`src/rtl/pipeline_pkg.sv`:
```
// Shared pipeline definitions: the LOAD opcode and the hazard controller FSM states.
// Also provides the source/destination register match helper used by hazard detection.
package pipeline_pkg;

    localparam logic [6:0] OPC_LOAD = 7'b0000011;

    typedef enum logic [0:0] {
        ST_IDLE    = 1'b0,
        ST_MC_BUSY = 1'b1
    } hazard_state_e;

    // A source operand collides only if it is actually read and names the same register.
    function automatic logic reg_match(
        input logic [4:0] src_addr,
        input logic       src_valid,
        input logic [4:0] rd_addr
    );
        return src_valid && (src_addr == rd_addr);
    endfunction

endpackage

```
`src/rtl/hazard_ctrl_if.sv`:
```
// Signal bundle between the pipeline (master) and the hazard controller (slave).
// Carries the hazard inputs from decode/EX and the stall/flush controls back.
interface hazard_ctrl_if;

    logic [4:0]  id_rs1_addr;
    logic [4:0]  id_rs2_addr;
    logic        id_rs1_valid;
    logic        id_rs2_valid;
    logic [4:0]  ex_rd_addr;
    logic        ex_rd_valid;
    logic [6:0]  ex_opcode;
    logic        ex_mc_start;
    logic        ex_mc_done;
    logic        branch_taken;

    logic        pc_stall;
    logic        if_id_stall;
    logic        id_ex_bubble;
    logic        id_ex_hold;
    logic        if_id_flush;
    logic        mc_timeout;
    logic [31:0] stall_cycles;
    logic [31:0] flush_count;

    modport master (
        output id_rs1_addr, id_rs2_addr, id_rs1_valid, id_rs2_valid,
        output ex_rd_addr, ex_rd_valid, ex_opcode, ex_mc_start, ex_mc_done,
        output branch_taken,
        input  pc_stall, if_id_stall, id_ex_bubble, id_ex_hold, if_id_flush,
        input  mc_timeout, stall_cycles, flush_count
    );

    modport slave (
        input  id_rs1_addr, id_rs2_addr, id_rs1_valid, id_rs2_valid,
        input  ex_rd_addr, ex_rd_valid, ex_opcode, ex_mc_start, ex_mc_done,
        input  branch_taken,
        output pc_stall, if_id_stall, id_ex_bubble, id_ex_hold, if_id_flush,
        output mc_timeout, stall_cycles, flush_count
    );

endinterface

```
`src/rtl/hazard_perf_cnt.sv`:
```
// Wrapping 32-bit counters of stalled cycles and IF/ID flush pulses.
// Only instantiated by hazard_ctrl when HAZARD_PERF_CNT_EN is defined.
module hazard_perf_cnt (
    input  logic        clk,
    input  logic        rst,
    input  logic        i_stall,
    input  logic        i_flush,
    output logic [31:0] o_stall_cycles,
    output logic [31:0] o_flush_count
);

    logic [31:0] r_stall_cycles;
    logic [31:0] r_flush_count;

    always_ff @(posedge clk or posedge rst) begin
        if (rst) begin
            r_stall_cycles <= 32'd0;
            r_flush_count  <= 32'd0;
        end else begin
            if (i_stall) begin
                r_stall_cycles <= r_stall_cycles + 32'd1;
            end
            if (i_flush) begin
                r_flush_count <= r_flush_count + 32'd1;
            end
        end
    end

    assign o_stall_cycles = r_stall_cycles;
    assign o_flush_count  = r_flush_count;

endmodule

```
`src/rtl/hazard_ctrl.sv`:
```
// Pipeline hazard controller: load-use stall, taken-branch flush, multi-cycle hold with timeout.
// Define HAZARD_PERF_CNT_EN to build the stall/flush performance counters (otherwise they read 0).
module hazard_ctrl
    import pipeline_pkg::*;
#(
    parameter int MC_TIMEOUT = 64
) (
    input  logic         clk,
    input  logic         rst,
    hazard_ctrl_if.slave bus
);

    localparam int               CNT_W     = (MC_TIMEOUT > 1) ? $clog2(MC_TIMEOUT) : 1;
    localparam logic [CNT_W-1:0] CNT_LAST  = CNT_W'(MC_TIMEOUT - 1);
    localparam logic [0:0]       S_IDLE    = ST_IDLE;
    localparam logic [0:0]       S_MC_BUSY = ST_MC_BUSY;

    logic [0:0]       r_state;
    logic [0:0]       w_state_nxt;
    logic [CNT_W-1:0] r_tmo_cnt;

    logic w_load_use;
    logic w_tmo_hit;
    logic w_pc_stall;
    logic w_if_id_stall;
    logic w_id_ex_bubble;
    logic w_id_ex_hold;
    logic w_if_id_flush;
    logic w_mc_timeout;

    // A load writing x0 never produces a usable result, so it cannot create a hazard.
    assign w_load_use = (bus.ex_opcode == OPC_LOAD) && bus.ex_rd_valid &&
                        (bus.ex_rd_addr != 5'd0) &&
                        (reg_match(bus.id_rs1_addr, bus.id_rs1_valid, bus.ex_rd_addr) ||
                         reg_match(bus.id_rs2_addr, bus.id_rs2_valid, bus.ex_rd_addr));

    // Completion in the last allowed cycle takes precedence over the abort.
    assign w_tmo_hit = (r_state == S_MC_BUSY) && (r_tmo_cnt == CNT_LAST) && !bus.ex_mc_done;

    always_comb begin
        w_state_nxt    = r_state;
        w_pc_stall     = 1'b0;
        w_if_id_stall  = 1'b0;
        w_id_ex_bubble = 1'b0;
        w_id_ex_hold   = 1'b0;
        w_if_id_flush  = 1'b0;
        w_mc_timeout   = 1'b0;
        if (r_state == S_IDLE) begin
            if (bus.branch_taken) begin
                w_if_id_flush  = 1'b1;
                w_id_ex_bubble = 1'b1;
            end else if (w_load_use) begin
                w_pc_stall     = 1'b1;
                w_if_id_stall  = 1'b1;
                w_id_ex_bubble = 1'b1;
            end else if (bus.ex_mc_start) begin
                w_pc_stall     = 1'b1;
                w_if_id_stall  = 1'b1;
                w_id_ex_hold   = 1'b1;
                w_state_nxt    = S_MC_BUSY;
            end
        end else begin
            if (bus.ex_mc_done || w_tmo_hit) begin
                w_mc_timeout = w_tmo_hit;
                w_state_nxt  = S_IDLE;
            end else begin
                w_pc_stall    = 1'b1;
                w_if_id_stall = 1'b1;
                w_id_ex_hold  = 1'b1;
            end
        end
    end

    // The counter is held at zero while idle, so every MC_BUSY entry starts from zero.
    always_ff @(posedge clk or posedge rst) begin
        if (rst) begin
            r_state   <= S_IDLE;
            r_tmo_cnt <= '0;
        end else begin
            r_state <= w_state_nxt;
            if (r_state == S_IDLE) begin
                r_tmo_cnt <= '0;
            end else begin
                r_tmo_cnt <= r_tmo_cnt + CNT_W'(1);
            end
        end
    end

    assign bus.pc_stall     = w_pc_stall;
    assign bus.if_id_stall  = w_if_id_stall;
    assign bus.id_ex_bubble = w_id_ex_bubble;
    assign bus.id_ex_hold   = w_id_ex_hold;
    assign bus.if_id_flush  = w_if_id_flush;
    assign bus.mc_timeout   = w_mc_timeout;

`ifdef HAZARD_PERF_CNT_EN
    hazard_perf_cnt u_perf_cnt (
        .clk            (clk),
        .rst            (rst),
        .i_stall        (w_pc_stall),
        .i_flush        (w_if_id_flush),
        .o_stall_cycles (bus.stall_cycles),
        .o_flush_count  (bus.flush_count)
    );
`else
    assign bus.stall_cycles = 32'd0;
    assign bus.flush_count  = 32'd0;
`endif

endmodule

```
`src/flat_wrapper.sv`:
```
// flat-port wrapper written by rule: the top's interface ports become plain ports
module hazard_ctrl_flat import pipeline_pkg::*;
#(
    parameter int MC_TIMEOUT = 64
)
  (clk, rst, bus_id_rs1_addr, bus_id_rs2_addr, bus_id_rs1_valid, bus_id_rs2_valid, bus_ex_rd_addr, bus_ex_rd_valid, bus_ex_opcode, bus_ex_mc_start, bus_ex_mc_done, bus_branch_taken, bus_pc_stall, bus_if_id_stall, bus_id_ex_bubble, bus_id_ex_hold, bus_if_id_flush, bus_mc_timeout, bus_stall_cycles, bus_flush_count);
  hazard_ctrl_if bus_i ();
  input  logic clk;
  input  logic rst;
  input wire logic [$bits(bus_i.id_rs1_addr)-1:0] bus_id_rs1_addr;
  input wire logic [$bits(bus_i.id_rs2_addr)-1:0] bus_id_rs2_addr;
  input wire logic [$bits(bus_i.id_rs1_valid)-1:0] bus_id_rs1_valid;
  input wire logic [$bits(bus_i.id_rs2_valid)-1:0] bus_id_rs2_valid;
  input wire logic [$bits(bus_i.ex_rd_addr)-1:0] bus_ex_rd_addr;
  input wire logic [$bits(bus_i.ex_rd_valid)-1:0] bus_ex_rd_valid;
  input wire logic [$bits(bus_i.ex_opcode)-1:0] bus_ex_opcode;
  input wire logic [$bits(bus_i.ex_mc_start)-1:0] bus_ex_mc_start;
  input wire logic [$bits(bus_i.ex_mc_done)-1:0] bus_ex_mc_done;
  input wire logic [$bits(bus_i.branch_taken)-1:0] bus_branch_taken;
  output wire logic [$bits(bus_i.pc_stall)-1:0] bus_pc_stall;
  output wire logic [$bits(bus_i.if_id_stall)-1:0] bus_if_id_stall;
  output wire logic [$bits(bus_i.id_ex_bubble)-1:0] bus_id_ex_bubble;
  output wire logic [$bits(bus_i.id_ex_hold)-1:0] bus_id_ex_hold;
  output wire logic [$bits(bus_i.if_id_flush)-1:0] bus_if_id_flush;
  output wire logic [$bits(bus_i.mc_timeout)-1:0] bus_mc_timeout;
  output wire logic [$bits(bus_i.stall_cycles)-1:0] bus_stall_cycles;
  output wire logic [$bits(bus_i.flush_count)-1:0] bus_flush_count;
  assign bus_i.id_rs1_addr = bus_id_rs1_addr;
  assign bus_i.id_rs2_addr = bus_id_rs2_addr;
  assign bus_i.id_rs1_valid = bus_id_rs1_valid;
  assign bus_i.id_rs2_valid = bus_id_rs2_valid;
  assign bus_i.ex_rd_addr = bus_ex_rd_addr;
  assign bus_i.ex_rd_valid = bus_ex_rd_valid;
  assign bus_i.ex_opcode = bus_ex_opcode;
  assign bus_i.ex_mc_start = bus_ex_mc_start;
  assign bus_i.ex_mc_done = bus_ex_mc_done;
  assign bus_i.branch_taken = bus_branch_taken;
  assign bus_pc_stall = bus_i.pc_stall;
  assign bus_if_id_stall = bus_i.if_id_stall;
  assign bus_id_ex_bubble = bus_i.id_ex_bubble;
  assign bus_id_ex_hold = bus_i.id_ex_hold;
  assign bus_if_id_flush = bus_i.if_id_flush;
  assign bus_mc_timeout = bus_i.mc_timeout;
  assign bus_stall_cycles = bus_i.stall_cycles;
  assign bus_flush_count = bus_i.flush_count;
  hazard_ctrl #(.MC_TIMEOUT(MC_TIMEOUT)) u_core (.clk(clk), .rst(rst), .bus(bus_i));
endmodule
```
`config.mk`:
```
export PLATFORM = sky130hd
export DESIGN_NAME = hazard_ctrl_flat
export DESIGN_NICKNAME = d
export VERILOG_FILES = /design/src/rtl/pipeline_pkg.sv /design/src/rtl/hazard_ctrl_if.sv /design/src/rtl/hazard_perf_cnt.sv /design/src/rtl/hazard_ctrl.sv /design/src/flat_wrapper.sv
export SDC_FILE = /design/constraint.sdc
export NUM_CORES = 1
export LEC_CHECK = 0
export CORE_ASPECT_RATIO = 2
export CORE_MARGIN = 5
export CORE_UTILIZATION = 32
export DETAILED_ROUTE_END_ITERATION = 7
export PLACE_DENSITY = 0.95
export SYNTH_ARGS = -nofsm -noshare
export SYNTH_HDL_FRONTEND = slang
export SYNTH_SLANG_ARGS = --single-unit
```
`constraint.sdc`:
```
create_clock -name clk -period 2.76 [get_ports clk]
set_input_delay 0.552 -clock clk [delete_from_list [all_inputs] [get_ports clk]]
set_output_delay 0.552 -clock clk [all_outputs]
set_load 0.03 [all_outputs]
```
==> impl_metrics.ini <==
[cts]
path_clk_slew_ns = 0.04
clk_latency_ns = 0.22
cts_hold_buffers = 0
root_buffer = clkbuf_8
cts_tree = built
cts_buffers = 3
cts_buffer_depth = 2
cts_max_level = 1
clock-sinks = 7

[sta]
min_period_ns = 2.679
setup_viol = 0
fin_crit_sh = 0.9707
fin_setup_tns_ns = 0
clock_skew_ns = 0.0002285
hold_viol = 0
fmaxAchievable_mhz = 373.3
rsz0062_at_grt = yes
slew_viol_final = 0

[route]
ant_nets = 0
via_per_inst = 3.933
num_vias = 759
drc_errors = 0
wire_per_inst_microns = 11.28
drtIter0Drc = 9
firstDrtPassIters = 2
wirelength_microns = 2177

[worst_setup_path]
start_kind = input port
worst_path_largest_cell_delay_ns = 0.42
cp.required_ns = 2.21
cp.arrival_ns = 2.13
crit_path_cell_trace = clkdlybuf4s50_1, xor2_1, nor4_2, a32oi_2, o41ai_4, buf_4
crit_path_end_kind = primary output
cp_max_fo = 3
worst-setup-path-type = in2out
cpMaxStageDelayCell = clkdlybuf4s50_1
r2r_setup_slack_ns = 1.21

[place]
place.port_buffers = 35
place_hpwl_microns = 1937
dp_cells = 188
gp_congestion = 0.6901

[cells_and_area]
diodes = 0
fill_cells = 315
final_nets = 194
areaGrowthSynthToFinish_pct = 21.96
finalNonFillerCells = 193
drive_above_1_share = 0.1296
final_util = 0.3941

[yosys]
synth_top_area_cell = buf_4
syn_area_sq_um = 1008
netlist_instances = 122
ys_seq_elements = 7
yosysWarnings = 0
ys_types = 28
syn_area_per_cell_sq_um = 8.266
async_flop_share = 1.000
synth_area_leaders = buf_4 (48%), dfrtp_1 (17%), xor2_1 (7.8%)
synth.yosys.seq_area_share = 0.1737
synth_top_area_frac = 0.4839
ys.flop_type = dfrtp_1
synth_edf_count = 0

[power]
switching_share = 0.4495
p_leak_nw = 0.6363
power_switching_w = 0.0002211
combPwrFrac = 0.481
power.share.clock = 0.286
vdd_drop_max_uv = 250.6
intPower_w = 0.0002708
p_per_area_nw_per_um2 = 399.9
seq_power_share = 0.234

[global_route]
antenna_found_initial = 0
grt_usage = 0.08906
grt_pass1_vias = 780
grt_max_degree = 9
grt_pass1_wl_microns = 3125
overflow = 0

[floorplan]
io_pins = 100
start_util = 0.3232
core_sq_um = 3120
rows = 29
die_x_microns = 49.70
dieArea_sq_um = 4442
die_h_microns = 89.39

[job]
drv_cap = 0

[hold_path]
hp-class = reg2reg

[status]
status = completed
==> power by group through the flow <==
stage / logic [W] / registers [W] / clock network, W
after floorplan: 0.000236 / 0.000114 / 0
after global placement: 0.000230 / 0.000116 / 0
after detailed placement: 0.000233 / 0.000116 / 0
after CTS: 0.000234 / 0.000115 / 0.000142
after global routing: 0.000250 / 0.000116 / 0.000147
final: 0.000236 / 0.000115 / 0.000140
==> logic make-up (layout without fill, tap and decap cells) <==
kind of cell	Yosys count	count (layout)	share of synthesized area
other cells	1	64	0.003719
xor+xnor	13	13	0.1129
compound gates	8	8	0.06575
flops	7	7	0.1737
fa+ha+maj	1	1	0.01240
simple gates	24	24	0.1365
buf+inv	68	45	0.4950
==> synth_stat cells, drive strengths merged, types with 2 or more instances <==
master / number
nand2: 5
xor2: 9
nor4: 3
buf: 65
and2: 3
dfrtp: 7
o21ai: 2
xnor2: 4
nor2: 6
inv: 3
==> stage by stage <==
| step | hold WS, ns | power [W] | area [sq um] | setup WS, ns |
|---|---|---|---|---|
| after floorplan | 0.3554 | 0.0003503 | 1256 | 0.07581 |
| after global placement | 0.4471 | 0.0003452 | 1162 | -0.1224 |
| after detailed placement | 0.4937 | 0.0003488 | 1162 | -0.1400 |
| after CTS | 0.4986 | 0.0004901 | 1225 | 0.01260 |
| after global routing | 0.5115 | 0.0005126 | 1230 | -0.003417 |
| final | 0.4861 | 0.0004919 | 1230 | 0.08091 |
==> final timing paths <==
kind,startpoint,to,cells past startpoint
max reg2reg,u_core.r_tmo_cnt[0],u_core.r_state,5
min,u_core.r_tmo_cnt[0],u_core.r_tmo_cnt[0],1
min reg2reg,u_core.r_tmo_cnt[0],u_core.r_tmo_cnt[0],1
min in group asynchronous,rst,u_core.r_tmo_cnt[0],2
max,bus_id_rs1_addr[2],bus_pc_stall,6
max in group asynchronous,rst,u_core.r_tmo_cnt[4],2
==> metal layers <==
layer  global-route usage  wire, microns  vias to the layer above
met5                    0              0                        -
met4              0.05489             66                        0
met3              0.02504            394                        6
met2               0.1775           1158                       85
met1              0.07280            557                      323
li1                     -              -                      345
==> cell type report <==
class                   instances  area, sq um  share of cell area
repair buffers                 38        340.3              0.2767
inverters                       3        11.26            0.009156
clock buffers                   4        45.04             0.03662
multi-input cells             110        619.3              0.5036
well taps                      31        38.79             0.03154
flip-flops and latches          7        175.2              0.1424
==> state kept, by name, indices dropped and copies added, names as in the netlist <==
signal            count
u_core.r_state        1
u_core.r_tmo_cnt      6
==> critical path, delay by kind of cell <==
kind	cells	cell delay, ns
buf+inv	2	0.64
simple gates	1	0.31
xor+xnor	1	0.15
compound gates	2	0.48
==> cells in the final DEF, fill, tap and decap left out, drive strengths merged <==
cell type      count
o31a               1
inv                3
xnor2              4
dlygate4sd2        6
or4b               1
nor3b              1
xor2               9
or4                1
a311o              1
nand3              1
nor2               6
o21ai              2
dfrtp              7
o41ai              1
clkdlybuf4s50     22
a32oi              1
a21oi              1
nand2              5
nor4               3
ha                 1
or3                1
clkbuf             4
o31ai              1
conb              64
nand4              1
and3               1
and2               3
buf               10
==> what timing repair did <==
action                                  4_1_cts  5_1_grt
endpoints found under the setup margin        4        4
hold endpoints to repair                      0        0
setup buffers                                 1        0
resized for setup                            21        1
pin swaps                                     6        5
No activity file was read; power rests on OpenSTA's default activity.
